--- config.mk ---
export PLATFORM = sky130hd
export DESIGN_NAME = valid_pattern_checker_mc_flat
export DESIGN_NICKNAME = d
export VERILOG_FILES = /design/src/rtl/valid_pattern_checker_mc_if.sv /design/src/rtl/valid_pattern_checker_mc.sv /design/src/flat_wrapper.sv
export SDC_FILE = /design/constraint.sdc
export NUM_CORES = 1
export LEC_CHECK = 0
export CELL_PAD_IN_SITES_DETAIL_PLACEMENT = 1
export CELL_PAD_IN_SITES_GLOBAL_PLACEMENT = 1
export CORE_ASPECT_RATIO = 0.8
export CORE_MARGIN = 5
export CORE_UTILIZATION = 40
export CTS_CLUSTER_SIZE = 14
export DETAILED_ROUTE_END_ITERATION = 16
export GPL_TIMING_DRIVEN = 0
export MAX_ROUTING_LAYER = met4
export PLACE_DENSITY_LB_ADDON = 0.3
export SETUP_SLACK_MARGIN = 0.15
export SLEW_MARGIN = 20
export SYNTH_ARGS = -nofsm -noshare
export SYNTH_HDL_FRONTEND = slang
export SYNTH_SLANG_ARGS = --single-unit
export TNS_END_PERCENT = 30
--- constraint.sdc ---
create_clock -name i_clk -period 21.2 [get_ports i_clk]
set_clock_uncertainty 0.05 [all_clocks]
set_input_delay 2.12 -clock i_clk [delete_from_list [all_inputs] [get_ports i_clk]]
set_output_delay 2.12 -clock i_clk [all_outputs]
set_load 0.005 [all_outputs]
--- src/rtl/valid_pattern_checker_mc_if.sv ---
// Purpose: bundles the control, data and result signals of the multi-channel
//          VALTRAIN checker so the sequencer and checker share one port.
// Ports:   master = training sequencer side, slave = checker side.
interface valid_pattern_checker_mc_if #(
    parameter int DATA_W = 32,
    parameter int NUM_CH = 2,
    parameter int CNT_W  = 8,
    parameter int ERR_W  = 12,
    parameter int BEAT_W = 8
);
    logic                       i_start;
    logic                       i_mode;
    logic [CNT_W-1:0]           i_consec_target;
    logic [BEAT_W-1:0]          i_max_beats;
    logic [ERR_W-1:0]           i_err_threshold;
    logic                       i_abort;
    logic                       i_data_valid;
    logic [NUM_CH*DATA_W-1:0]   i_rvld;
    logic                       i_done_ack;
    logic                       o_busy;
    logic                       o_done;
    logic [NUM_CH-1:0]          o_pass;
    logic [NUM_CH*ERR_W-1:0]    o_err_count;
    logic [BEAT_W-1:0]          o_beat_count;
    logic [NUM_CH-1:0]          o_frame_match;

    modport master (
        output i_start, i_mode, i_consec_target, i_max_beats, i_err_threshold,
               i_abort, i_data_valid, i_rvld, i_done_ack,
        input  o_busy, o_done, o_pass, o_err_count, o_beat_count, o_frame_match
    );

    modport slave (
        input  i_start, i_mode, i_consec_target, i_max_beats, i_err_threshold,
               i_abort, i_data_valid, i_rvld, i_done_ack,
        output o_busy, o_done, o_pass, o_err_count, o_beat_count, o_frame_match
    );
endinterface

--- src/rtl/valid_pattern_checker_mc.sv ---
// Purpose: checks NUM_CH valid-lane streams against the repeating 8'hF0 unit,
//          either for a consecutive-match target (CONSEC) or by counting bit
//          errors over a fixed number of beats (ITER).
// Ports:   i_clk/i_rst plain (sync, active-high); everything else on the slave
//          modport of valid_pattern_checker_mc_if. Results are registered and
//          appear the cycle after the terminating beat; held until i_done_ack.
module valid_pattern_checker_mc #(
    parameter int DATA_W = 32,
    parameter int NUM_CH = 2,
    parameter int CNT_W  = 8,
    parameter int ERR_W  = 12,
    parameter int BEAT_W = 8
) (
    input  logic                      i_clk,
    input  logic                      i_rst,
    valid_pattern_checker_mc_if.slave vp
);
    localparam int                 UNITS    = DATA_W / 8;
    localparam logic [7:0]         UNIT_PAT = 8'hF0;
    localparam logic [DATA_W-1:0]  WORD_PAT = {UNITS{UNIT_PAT}};
    localparam logic [CNT_W-1:0]   RUN_MAX  = '1;
    localparam logic [ERR_W-1:0]   ERR_MAX  = '1;

    typedef enum logic [1:0] {S_IDLE, S_RUN, S_DONE} state_t;

    state_t              state_q, state_d;
    logic                mode_q, mode_d;
    logic [CNT_W-1:0]    target_q, target_d;
    logic [BEAT_W-1:0]   max_beats_q, max_beats_d;
    logic [ERR_W-1:0]    thresh_q, thresh_d;
    logic [BEAT_W-1:0]   beat_q, beat_d;
    logic [NUM_CH-1:0]   pass_q, pass_d;
    logic [CNT_W-1:0]    run_q [NUM_CH];
    logic [CNT_W-1:0]    run_d [NUM_CH];
    logic [ERR_W-1:0]    err_q [NUM_CH];
    logic [ERR_W-1:0]    err_d [NUM_CH];

    // Per-beat candidate values, only committed when the beat is consumed.
    logic [CNT_W-1:0]    beat_run [NUM_CH];
    logic [ERR_W-1:0]    beat_err [NUM_CH];
    logic [NUM_CH-1:0]   beat_hit;

    // Walk the units oldest to newest, carrying the run in from the previous
    // beat. Checking the target after every unit catches a run anywhere in
    // the beat; the final run is the trailing-match count (or run+UNITS when
    // the whole word matched) that carries into the next beat.
    always_comb begin
        logic [DATA_W-1:0] word;
        logic [CNT_W-1:0]  run;
        logic              hit;
        logic [ERR_W:0]    esum;
        word     = '0;
        run      = '0;
        hit      = 1'b0;
        esum     = '0;
        beat_hit = '0;
        for (int c = 0; c < NUM_CH; c++) begin
            word = vp.i_rvld[c*DATA_W +: DATA_W];
            run  = run_q[c];
            hit  = (run >= target_q);
            for (int k = 0; k < UNITS; k++) begin
                if (word[8*k +: 8] == UNIT_PAT) begin
                    if (run != RUN_MAX) begin
                        run = run + 1'b1;
                    end
                end else begin
                    run = '0;
                end
                hit = hit | (run >= target_q);
            end
            beat_run[c] = run;
            beat_hit[c] = hit;
            // One extra bit catches the carry out so the count clamps, never wraps.
            esum        = {1'b0, err_q[c]} + (ERR_W+1)'($countones(word ^ WORD_PAT));
            beat_err[c] = esum[ERR_W] ? ERR_MAX : esum[ERR_W-1:0];
        end
    end

    always_comb begin
        logic [BEAT_W-1:0] beat_inc;
        state_d     = state_q;
        mode_d      = mode_q;
        target_d    = target_q;
        max_beats_d = max_beats_q;
        thresh_d    = thresh_q;
        beat_d      = beat_q;
        pass_d      = pass_q;
        run_d       = run_q;
        err_d       = err_q;
        beat_inc    = beat_q + 1'b1;

        case (state_q)
            S_IDLE: begin
                if (vp.i_start) begin
                    state_d     = S_RUN;
                    mode_d      = vp.i_mode;
                    target_d    = vp.i_consec_target;
                    max_beats_d = vp.i_max_beats;
                    thresh_d    = vp.i_err_threshold;
                    beat_d      = '0;
                    pass_d      = '0;
                    for (int c = 0; c < NUM_CH; c++) begin
                        run_d[c] = '0;
                        err_d[c] = '0;
                    end
                end
            end
            S_RUN: begin
                if (max_beats_q == '0) begin
                    // Zero-length run: finish without touching the data. ITER
                    // has zero errors; CONSEC only passes a zero target.
                    state_d = S_DONE;
                    pass_d  = (mode_q || (target_q == '0)) ? '1 : '0;
                end else if (vp.i_data_valid) begin
                    beat_d = beat_inc;
                    if (mode_q) begin
                        err_d = beat_err;
                        if (beat_inc == max_beats_q) begin
                            state_d = S_DONE;
                            for (int c = 0; c < NUM_CH; c++) begin
                                pass_d[c] = (beat_err[c] <= thresh_q);
                            end
                        end
                    end else begin
                        run_d  = beat_run;
                        pass_d = pass_q | beat_hit;
                        if ((&(pass_q | beat_hit)) || (beat_inc == max_beats_q)) begin
                            state_d = S_DONE;
                        end
                    end
                end
            end
            S_DONE: begin
                if (vp.i_done_ack) begin
                    state_d = S_IDLE;
                end
            end
            default: state_d = S_IDLE;
        endcase

        // Abort overrides everything except reset.
        if (vp.i_abort) begin
            state_d = S_IDLE;
            beat_d  = '0;
            pass_d  = '0;
            for (int c = 0; c < NUM_CH; c++) begin
                run_d[c] = '0;
                err_d[c] = '0;
            end
        end
    end

    always_ff @(posedge i_clk) begin
        if (i_rst) begin
            state_q     <= S_IDLE;
            mode_q      <= 1'b0;
            target_q    <= '0;
            max_beats_q <= '0;
            thresh_q    <= '0;
            beat_q      <= '0;
            pass_q      <= '0;
            for (int c = 0; c < NUM_CH; c++) begin
                run_q[c] <= '0;
                err_q[c] <= '0;
            end
        end else begin
            state_q     <= state_d;
            mode_q      <= mode_d;
            target_q    <= target_d;
            max_beats_q <= max_beats_d;
            thresh_q    <= thresh_d;
            beat_q      <= beat_d;
            pass_q      <= pass_d;
            for (int c = 0; c < NUM_CH; c++) begin
                run_q[c] <= run_d[c];
                err_q[c] <= err_d[c];
            end
        end
    end

    assign vp.o_busy       = (state_q == S_RUN);
    assign vp.o_done       = (state_q == S_DONE);
    assign vp.o_pass       = pass_q;
    assign vp.o_beat_count = beat_q;

    for (genvar c = 0; c < NUM_CH; c++) begin : g_ch
        assign vp.o_err_count[c*ERR_W +: ERR_W] = err_q[c];
        assign vp.o_frame_match[c] = (vp.i_rvld[c*DATA_W +: DATA_W] == WORD_PAT);
    end
endmodule

--- src/flat_wrapper.sv ---
// flat-port wrapper written by rule: the top's interface ports become plain ports
module valid_pattern_checker_mc_flat 
#(
    parameter int DATA_W = 32,
    parameter int NUM_CH = 2,
    parameter int CNT_W  = 8,
    parameter int ERR_W  = 12,
    parameter int BEAT_W = 8
)
  (i_clk, i_rst, vp_i_start, vp_i_mode, vp_i_consec_target, vp_i_max_beats, vp_i_err_threshold, vp_i_abort, vp_i_data_valid, vp_i_rvld, vp_i_done_ack, vp_o_busy, vp_o_done, vp_o_pass, vp_o_err_count, vp_o_beat_count, vp_o_frame_match);
  valid_pattern_checker_mc_if #(.DATA_W(DATA_W), .NUM_CH(NUM_CH), .CNT_W(CNT_W), .ERR_W(ERR_W), .BEAT_W(BEAT_W)) vp_i ();
  input  logic i_clk;
  input  logic i_rst;
  input wire logic [$bits(vp_i.i_start)-1:0] vp_i_start;
  input wire logic [$bits(vp_i.i_mode)-1:0] vp_i_mode;
  input wire logic [$bits(vp_i.i_consec_target)-1:0] vp_i_consec_target;
  input wire logic [$bits(vp_i.i_max_beats)-1:0] vp_i_max_beats;
  input wire logic [$bits(vp_i.i_err_threshold)-1:0] vp_i_err_threshold;
  input wire logic [$bits(vp_i.i_abort)-1:0] vp_i_abort;
  input wire logic [$bits(vp_i.i_data_valid)-1:0] vp_i_data_valid;
  input wire logic [$bits(vp_i.i_rvld)-1:0] vp_i_rvld;
  input wire logic [$bits(vp_i.i_done_ack)-1:0] vp_i_done_ack;
  output wire logic [$bits(vp_i.o_busy)-1:0] vp_o_busy;
  output wire logic [$bits(vp_i.o_done)-1:0] vp_o_done;
  output wire logic [$bits(vp_i.o_pass)-1:0] vp_o_pass;
  output wire logic [$bits(vp_i.o_err_count)-1:0] vp_o_err_count;
  output wire logic [$bits(vp_i.o_beat_count)-1:0] vp_o_beat_count;
  output wire logic [$bits(vp_i.o_frame_match)-1:0] vp_o_frame_match;
  assign vp_i.i_start = vp_i_start;
  assign vp_i.i_mode = vp_i_mode;
  assign vp_i.i_consec_target = vp_i_consec_target;
  assign vp_i.i_max_beats = vp_i_max_beats;
  assign vp_i.i_err_threshold = vp_i_err_threshold;
  assign vp_i.i_abort = vp_i_abort;
  assign vp_i.i_data_valid = vp_i_data_valid;
  assign vp_i.i_rvld = vp_i_rvld;
  assign vp_i.i_done_ack = vp_i_done_ack;
  assign vp_o_busy = vp_i.o_busy;
  assign vp_o_done = vp_i.o_done;
  assign vp_o_pass = vp_i.o_pass;
  assign vp_o_err_count = vp_i.o_err_count;
  assign vp_o_beat_count = vp_i.o_beat_count;
  assign vp_o_frame_match = vp_i.o_frame_match;
  valid_pattern_checker_mc #(.DATA_W(DATA_W), .NUM_CH(NUM_CH), .CNT_W(CNT_W), .ERR_W(ERR_W), .BEAT_W(BEAT_W)) u_core (.i_clk(i_clk), .i_rst(i_rst), .vp(vp_i));
endmodule
# Word level (Yosys, flattened, before mapping)
# Index checks and enable logic that the tools add are counted.
[op_classes] n_eq_ne=30 addsub=73 reduce_logical=14 order_cmp=12 n_bitwise=11 muxes=47
[ops] operator="adder 13 bit" n=30
[ops] operator="2-to-1 mux 8 bit" n=19
[ops] operator="2-to-1 mux 24 bit" n=4
[ops] operator="greater-or-equal comparator 8 bit" n=10
[ops] operator="adder 8 x 1 -> 8 bit, second input constant" n=9
[ops] operator="adder 1 x 1 -> 2 bit" n=32
[ops] operator="equality test 32 bit, second input constant" n=2
[ops] operator="equality test 8 bit, second input constant" n=8
[ops] operator="2-to-1 mux 16 bit" n=4
[ops] operator="!= test 8 bit, second input constant" n=8
[ops] operator="one-hot mux 24 bit (2 select lines)" n=1
[ops] operator="NOT 16 bit" n=2
[ops] operator="one-hot mux 16 bit (2 select lines)" n=1
[ops] operator="adder 12 x 13 -> 13 bit" n=2
[ops] operator="2-to-1 mux 2 bit" n=13
[ops] operator="less-or-equal comparator 12 bit" n=2
[ops] operator="2-to-1 mux 12 bit" n=2
[ops] operator="zero test 8 bit" n=2
[ops] operator="one-hot mux 8 bit (2 select lines)" n=1
[ops] operator="AND reduction 5 bit" n=3
[ops] operator="!= test 2 bit, second input constant" n=5
[ops] operator="equality test 8 bit" n=1
[ops] operator="OR 1 bit" n=8
[ops] operator="AND reduction 4 bit" n=2
[ops] operator="other kinds (14)" n=16
[totals] reg_bits=81 elab_cells=198 output_inout_bits=38

# Logic depth before layout (Yosys ltp)
# Gate-level depths: netlist of the first run.
[logic_depth] ltp_word=22 ltp_mapped=39

# Worst setup path before layout of the first run
# No wires, ideal clock.
[synth_timing] path_kind="input port to flip-flop" start="in vp_i_rvld[40]" end="reg u_core.pass_q[1] (netlist: u_core.vp.o_pass[1])" stages=33 setup_slack_ps=12619 n_path_buf=0 arrival_time_ps=8456 cell_sequence="inv_1 ha_1 fa_1 inv_1 fa_1 fa_1 xor2_1 xnor2_1 fa_1 fa_1 inv_1 fa_1 a21oi_1 nor2_1 nor2_1 o21ai_0 a21oi_1 o21ai_0 and4_1 nand3_1 o21ai_0 ha_1 a21o_1 a21o_1 a21o_1 a21o_1 a21oi_1 nor2b_1 o21ai_0 a21oi_1 mux2i_1 nor2_1 o22ai_1"
[synth_via] elab_chain_cells=15
[synth_rtl] item="start: declaration" line_no="flat_wrapper.sv:21" rtl="input wire logic [$bits(vp_i.i_rvld)-1:0] vp_i_rvld;"
[synth_rtl] item="parallel branches: the longest is 11 deep, another holds adder 13 bit"
[synth_rtl] item="2-to-1 mux 2 bit *" line_no="valid_pattern_checker_mc.sv:116" rtl="if (mode_q) begin"
[synth_rtl] item="2-to-1 mux 2 bit *" line_no="valid_pattern_checker_mc.sv:114" rtl="end else if (vp.i_data_valid) begin"
[synth_rtl] item="2-to-1 mux 2 bit *" line_no="valid_pattern_checker_mc.sv:109" rtl="if (max_beats_q == '0) begin"
[synth_rtl] item="one-hot mux 2 bit (2 select lines) *" line_no="valid_pattern_checker_mc.sv:92" rtl="case (state_q)"
[synth_rtl] item="end signal: assignment" line_no="valid_pattern_checker_mc.sv:173" rtl="pass_q <= pass_d;"
[synth_rtl] item="end: declaration" line_no="valid_pattern_checker_mc.sv:32" rtl="logic [NUM_CH-1:0] pass_q, pass_d;"
# Mark *: on every way between the ends. The select of a mux whose other input is x is not followed.
# A chain may end at the register's enable or synchronous reset.

# Worst setup path after layout of the first run
[layout_timing] start="in vp_i_rvld[2]" end="reg u_core.state_q[0]"
[layout_via] elab_chain_cells=18
[layout_rtl] item="equality test 8 bit *" line_no="valid_pattern_checker_mc.sv:62" rtl="if (word[8*k +: 8] == UNIT_PAT) begin"
[layout_rtl] item="2-to-1 mux 8 bit *" line_no="valid_pattern_checker_mc.sv:62"
[layout_rtl] item="adder 8 x 1 -> 8 bit or != test 8 bit (tied branches)" line_no="valid_pattern_checker_mc.sv:64, valid_pattern_checker_mc.sv:63"
[layout_rtl] item="2-to-1 mux 8 bit" line_no="valid_pattern_checker_mc.sv:63" rtl="if (run != RUN_MAX) begin"
[layout_rtl] item="2-to-1 mux 8 bit" line_no="valid_pattern_checker_mc.sv:62"
[layout_rtl] item="adder 8 x 1 -> 8 bit or != test 8 bit (tied branches)" line_no="valid_pattern_checker_mc.sv:64, valid_pattern_checker_mc.sv:63"
[layout_rtl] item="2-to-1 mux 8 bit" line_no="valid_pattern_checker_mc.sv:63"
[layout_rtl] item="2-to-1 mux 8 bit" line_no="valid_pattern_checker_mc.sv:62"
[layout_rtl] item="(+2 left out)"
[layout_rtl] item="2-to-1 mux 8 bit" line_no="valid_pattern_checker_mc.sv:62"
[layout_rtl] item="greater-or-equal comparator 8 bit" line_no="valid_pattern_checker_mc.sv:69" rtl="hit = hit | (run >= target_q);"
[layout_rtl] item="OR 1 bit *" line_no="valid_pattern_checker_mc.sv:69"
[layout_rtl] item="OR 2 bit *" line_no="valid_pattern_checker_mc.sv:127" rtl="if ((&(pass_q | beat_hit)) || (beat_inc == max_beats_q)) begin"
[layout_rtl] item="AND reduction 2 bit *" line_no="valid_pattern_checker_mc.sv:127"
[layout_rtl] item="logical OR 1 bit *" line_no="valid_pattern_checker_mc.sv:127"
[layout_rtl] item="!= test 4 x 1 -> 1 bit (no line) *"
[layout_rtl] item="AND reduction 5 bit (no line) *"
[layout_rtl] item="end signal: assignment" line_no="valid_pattern_checker_mc.sv:167" rtl="state_q <= state_d;"
[layout_rtl] item="end: declaration" line_no="valid_pattern_checker_mc.sv:26" rtl="state_t state_q, state_d;"
# Every way passes the cells marked *; elsewhere a longest branch is shown, timed or not.

==> impl_metrics.sql, run 1 <==
INSERT INTO impl_metrics (metric_group, metric, value, unit) VALUES
('cells_and_area', 'fillCellCount', '3438', ''),
('cts', 'clock_path_buffers', '2', ''),
('cts', 'htree_num_levels', '3', ''),
('cts', 'worstSkewPairLatency', '350', 'ps'),
('power', 'power_density', '85.55', 'nW/µm²'),
('cts', 'path_clk_slew', '60', 'ps'),
('floorplan', 'row_count', '55', ''),
('synth', 'synthCells', '1423', ''),
('detailed_routing', 'drtIter0Drc', '509', ''),
('setup_path', 'cp_slowest_cell', 'or3_1', ''),
('timing', 'slew-limit-headroom', '34.55', '%'),
('global_route', 'global_route.usage.total', '24.03', '%'),
('synth', 'synth.lib_cells_used.distinct', '81', ''),
('synth', 'synth_seq_area_share', '14.35', '%'),
('outcome', 'outcome', 'completed', ''),
('setup_path', 'cp-end-kind', 'flip-flop', ''),
('synth', 'ys_top_cells_by_count', '203 x ha_1, 198 x inv_1, 140 x nand2_1, 108 x nor2_1, 89 x a21oi_1', ''),
('global_route', 'antenna_found_initial', '1', ''),
('setup_path', 'cp-start-kind', 'input port', ''),
('global_route', 'wire_length_of_the_first_global_routing_pass', '60290', 'µm'),
('setup_path', 'critical-path-top-cell-by-count', 'ha_1', ''),
('cts', 'cts-resized-gates', '0', ''),
('global_route', 'gr-total-overflow', '0', ''),
('cts', 'cts_inserted_buffers', '9', ''),
('detailed_routing', 'via_count', '10740', ''),
('timing', 'setup_repair_after_global_routing_missed_its_margin', 'false', ''),
('detailed_routing', 'wire_per_inst', '19.17', 'µm'),
('timing', 'layout_worst_path_cycle_share', '49.45', '%'),
('timing', 'finalCriticalPeriod', '10480', 'ps'),
('power', 'power', '1.147', 'mW'),
('timing', 'slew_violations', '0', ''),
('detailed_routing', 'drtPass1Iterations', '5', ''),
('global_route', 'globalRouteMet2Util', '39.30', '%'),
('power', 'power.static_leakage', '6.119', 'nW'),
('timing', 'max_frequency', '0.09539', 'GHz'),
('synth', 'synthFlopType', 'dfxtp_1', ''),
('cts', 'cts.repair_timing.setup_buffer_count', '0', ''),
('detailed_routing', 'detail-route-antenna-nets', '0', ''),
('synth', 'warnings_synthesis', '0', ''),
('timing', 'setup-violations-final', '0', ''),
('power', 'irDropWorstVdd', '0.07494', 'mV'),
('global_route', 'globalRouteMet1Util', '32.45', '%'),
('cells_and_area', 'final_nets', '1930', ''),
('placed_design', 'finalWeightedCongestion', '0.9005', ''),
('setup_path', 'timing.critical_path.arrival', '10730', 'ps'),
('floorplan', 'die_area', '31720', 'µm²'),
('detailed_routing', 'wirelength', '37280', 'µm'),
('setup_path', 'critPathKind', 'input port to flip-flop', ''),
('synth', 'synth-edff-count', '0', ''),
('cts', 'cts_hold_buffers', '0', ''),
('cts', 'clock_sink_count', '81', ''),
('synth', 'synthTopCellsByArea', 'ha_1 22%, dfxtp_1 14%, fa_1 10%', ''),
('floorplan', 'io_pins', '137', ''),
('timing', 'worst_pin_slew', '972.8', 'ps'),
('global_route', 'globalRoute.busiestLayer', 'met2', ''),
('cts', 'cts_root_buf', 'clkbuf_16', ''),
('worst_hold_path', 'worst_hold_path_type', 'flip-flop to flip-flop', ''),
('global_route', 'grt_max_degree', '14', ''),
('global_route', 'grt_util_met3', '3.062', '%'),
('setup_path', 'max_stage_delay', '460', 'ps'),
('timing', 'setup-tns-final', '0', 'ps'),
('synth', 'post_syn_nets', '1783', ''),
('synth', 'synth-async-reset-ratio', '0', '%'),
('floorplan', 'die_height', '160.3', 'µm'),
('global_route', 'vias_in_the_first_global_route', '11310', ''),
('setup_path', 'path_max_fanout', '10', ''),
('cts', 'cts_tree', 'done', ''),
('floorplan', 'initial_utilization', '40.24', '%'),
('floorplan', 'die_width', '197.9', 'µm'),
('cells_and_area', 'layout-drive-gt1-share', '3.304', '%'),
('synth', 'post_synthesis_average_cell_area', '7.939', 'µm²');
[final timing paths]
kind	from	to	depth (start not counted)
min reg2reg	u_core.thresh_q[8]	u_core.thresh_q[8]	2
max	vp_i_rvld[2]	u_core.state_q[0]	40
max reg2reg	u_core.run_q[0]	u_core.state_q[0]	31
min	u_core.thresh_q[8]	u_core.thresh_q[8]	2
[logic make-up after synthesis]
group           Yosys count  share of synthesized area (%)
mux                      25                          2.259
xor+xnor                 38                          2.946
buf+inv                 242                          8.251
simple gates            457                          20.23
compound gates          319                          19.19
fa+ha+maj               261                          32.76
flops                    81                          14.35
[layer usage]
| layer | share of wire [%] | vias to the layer above |
|---|---|---|
| li1 | - | 5241 |
| met3 | 4.2 | 44 |
| met2 | 48 | 202 |
| met5 | 0 | - |
| met4 | 1.6 | 0 |
| met1 | 47 | 5248 |
[report_power, final]
group	total, mW	leakage (nW)	switching (mW)	internal, mW
Clock	0.154	0.135	0.0676	0.0859
Combinational	0.834	5.33	0.453	0.381
Sequential	0.160	0.657	0.00373	0.156
Total	1.15	6.12	0.524	0.623
[layout by cell type, fill, tap and decap left out, types with 12 or more instances in the layout]
| cell | n |
|---|---|
| fa_1 | 58 |
| xnor2_1 | 26 |
| dfxtp_1 | 81 |
| and3_1 | 13 |
| a21o_1 | 56 |
| and4_1 | 13 |
| nand2b_1 | 23 |
| a21oi_1 | 89 |
| ha_1 | 203 |
| nand4_1 | 25 |
| nor3_1 | 31 |
| nand3_1 | 29 |
| nand2_1 | 140 |
| clkbuf_1 | 32 |
| xor2_1 | 12 |
| mux2i_1 | 21 |
| a22oi_1 | 25 |
| inv_1 | 198 |
| o21ai_0 | 41 |
| clkdlybuf4s50_1 | 136 |
| nor2_1 | 108 |
[sequential cells by signal, indices dropped and copies added, names as in the netlist]
| signal | count |
|---|---|
| u_core.vp.o_err_count | 24 |
| u_core.run_q | 16 |
| u_core.thresh_q | 12 |
| u_core.max_beats_q | 8 |
| u_core.target_q | 8 |
| u_core.vp.o_beat_count | 8 |
| u_core.state_q | 2 |
| u_core.vp.o_pass | 2 |
| u_core.mode_q | 1 |
[final cells by class]
cell class | count | area, µm² | share of cell area, %
multi-input cells | 1100 | 8743 | 65.22
flip-flops and latches | 81 | 1622 | 12.10
repair buffers | 136 | 1361 | 10.15
inverters | 199 | 747.0 | 5.572
well taps | 370 | 462.9 | 3.453
clock buffers | 12 | 256.5 | 1.913
plain buffers | 43 | 185.2 | 1.381
clock inverters | 3 | 25.02 | 0.1867
diodes | 1 | 2.502 | 0.01867
[critical path: cells and delay by family]
kind / cells / cell delay, ps
AOI/OAI and AO/OA: 10 / 1720
xor gates and xnor gates: 2 / 510
adders and majority gates: 5 / 1170
buffers and inverters: 7 / 1470
muxes: 1 / 150
and+or+nand+nor: 15 / 3560
[metrics by stage]
| step | std cells | instance area [µm²] | hold slack (ps) | util [%] | setup WS, ps |
|---|---|---|---|---|---|
| after floorplan | 1423 | 11300 | 386.3 | - | 12620 |
| after CTS | 1944 | 13400 | 407.2 | 47.74 | 10850 |
| after global routing | 1945 | 13410 | 427.0 | 47.75 | 10110 |
| after detailed placement | 1929 | 13120 | 398.4 | 46.73 | 10570 |
| after global placement | 1929 | 13120 | 391.8 | 46.73 | 10820 |
| final | 1945 | 13410 | 408.4 | 47.75 | 10720 |
(Power assumes the default switching activity.)
==> run 2, diff against run 1 <==
==> constraint.sdc (replaced) <==
create_clock -name i_clk -period 10.5 [get_ports i_clk]
set_clock_uncertainty 0.05 [all_clocks]
set_input_delay 1.05 -clock i_clk [delete_from_list [all_inputs] [get_ports i_clk]]
set_output_delay 1.05 -clock i_clk [all_outputs]
set_load 0.005 [all_outputs]
==> results of run 2 <==
Same layout as run 1 (identical final DEF). Status: completed.
Among the figures that moved: setup slack after placement 10570 ps -> 943.7 ps; setup slack after layout 10720 ps -> 1087 ps; register-to-register setup slack 12650 ps -> 1950 ps; total power 1.147 mW -> 2.315 mW; worst IR drop on VDD 0.07494 mV -> 0.1513 mV
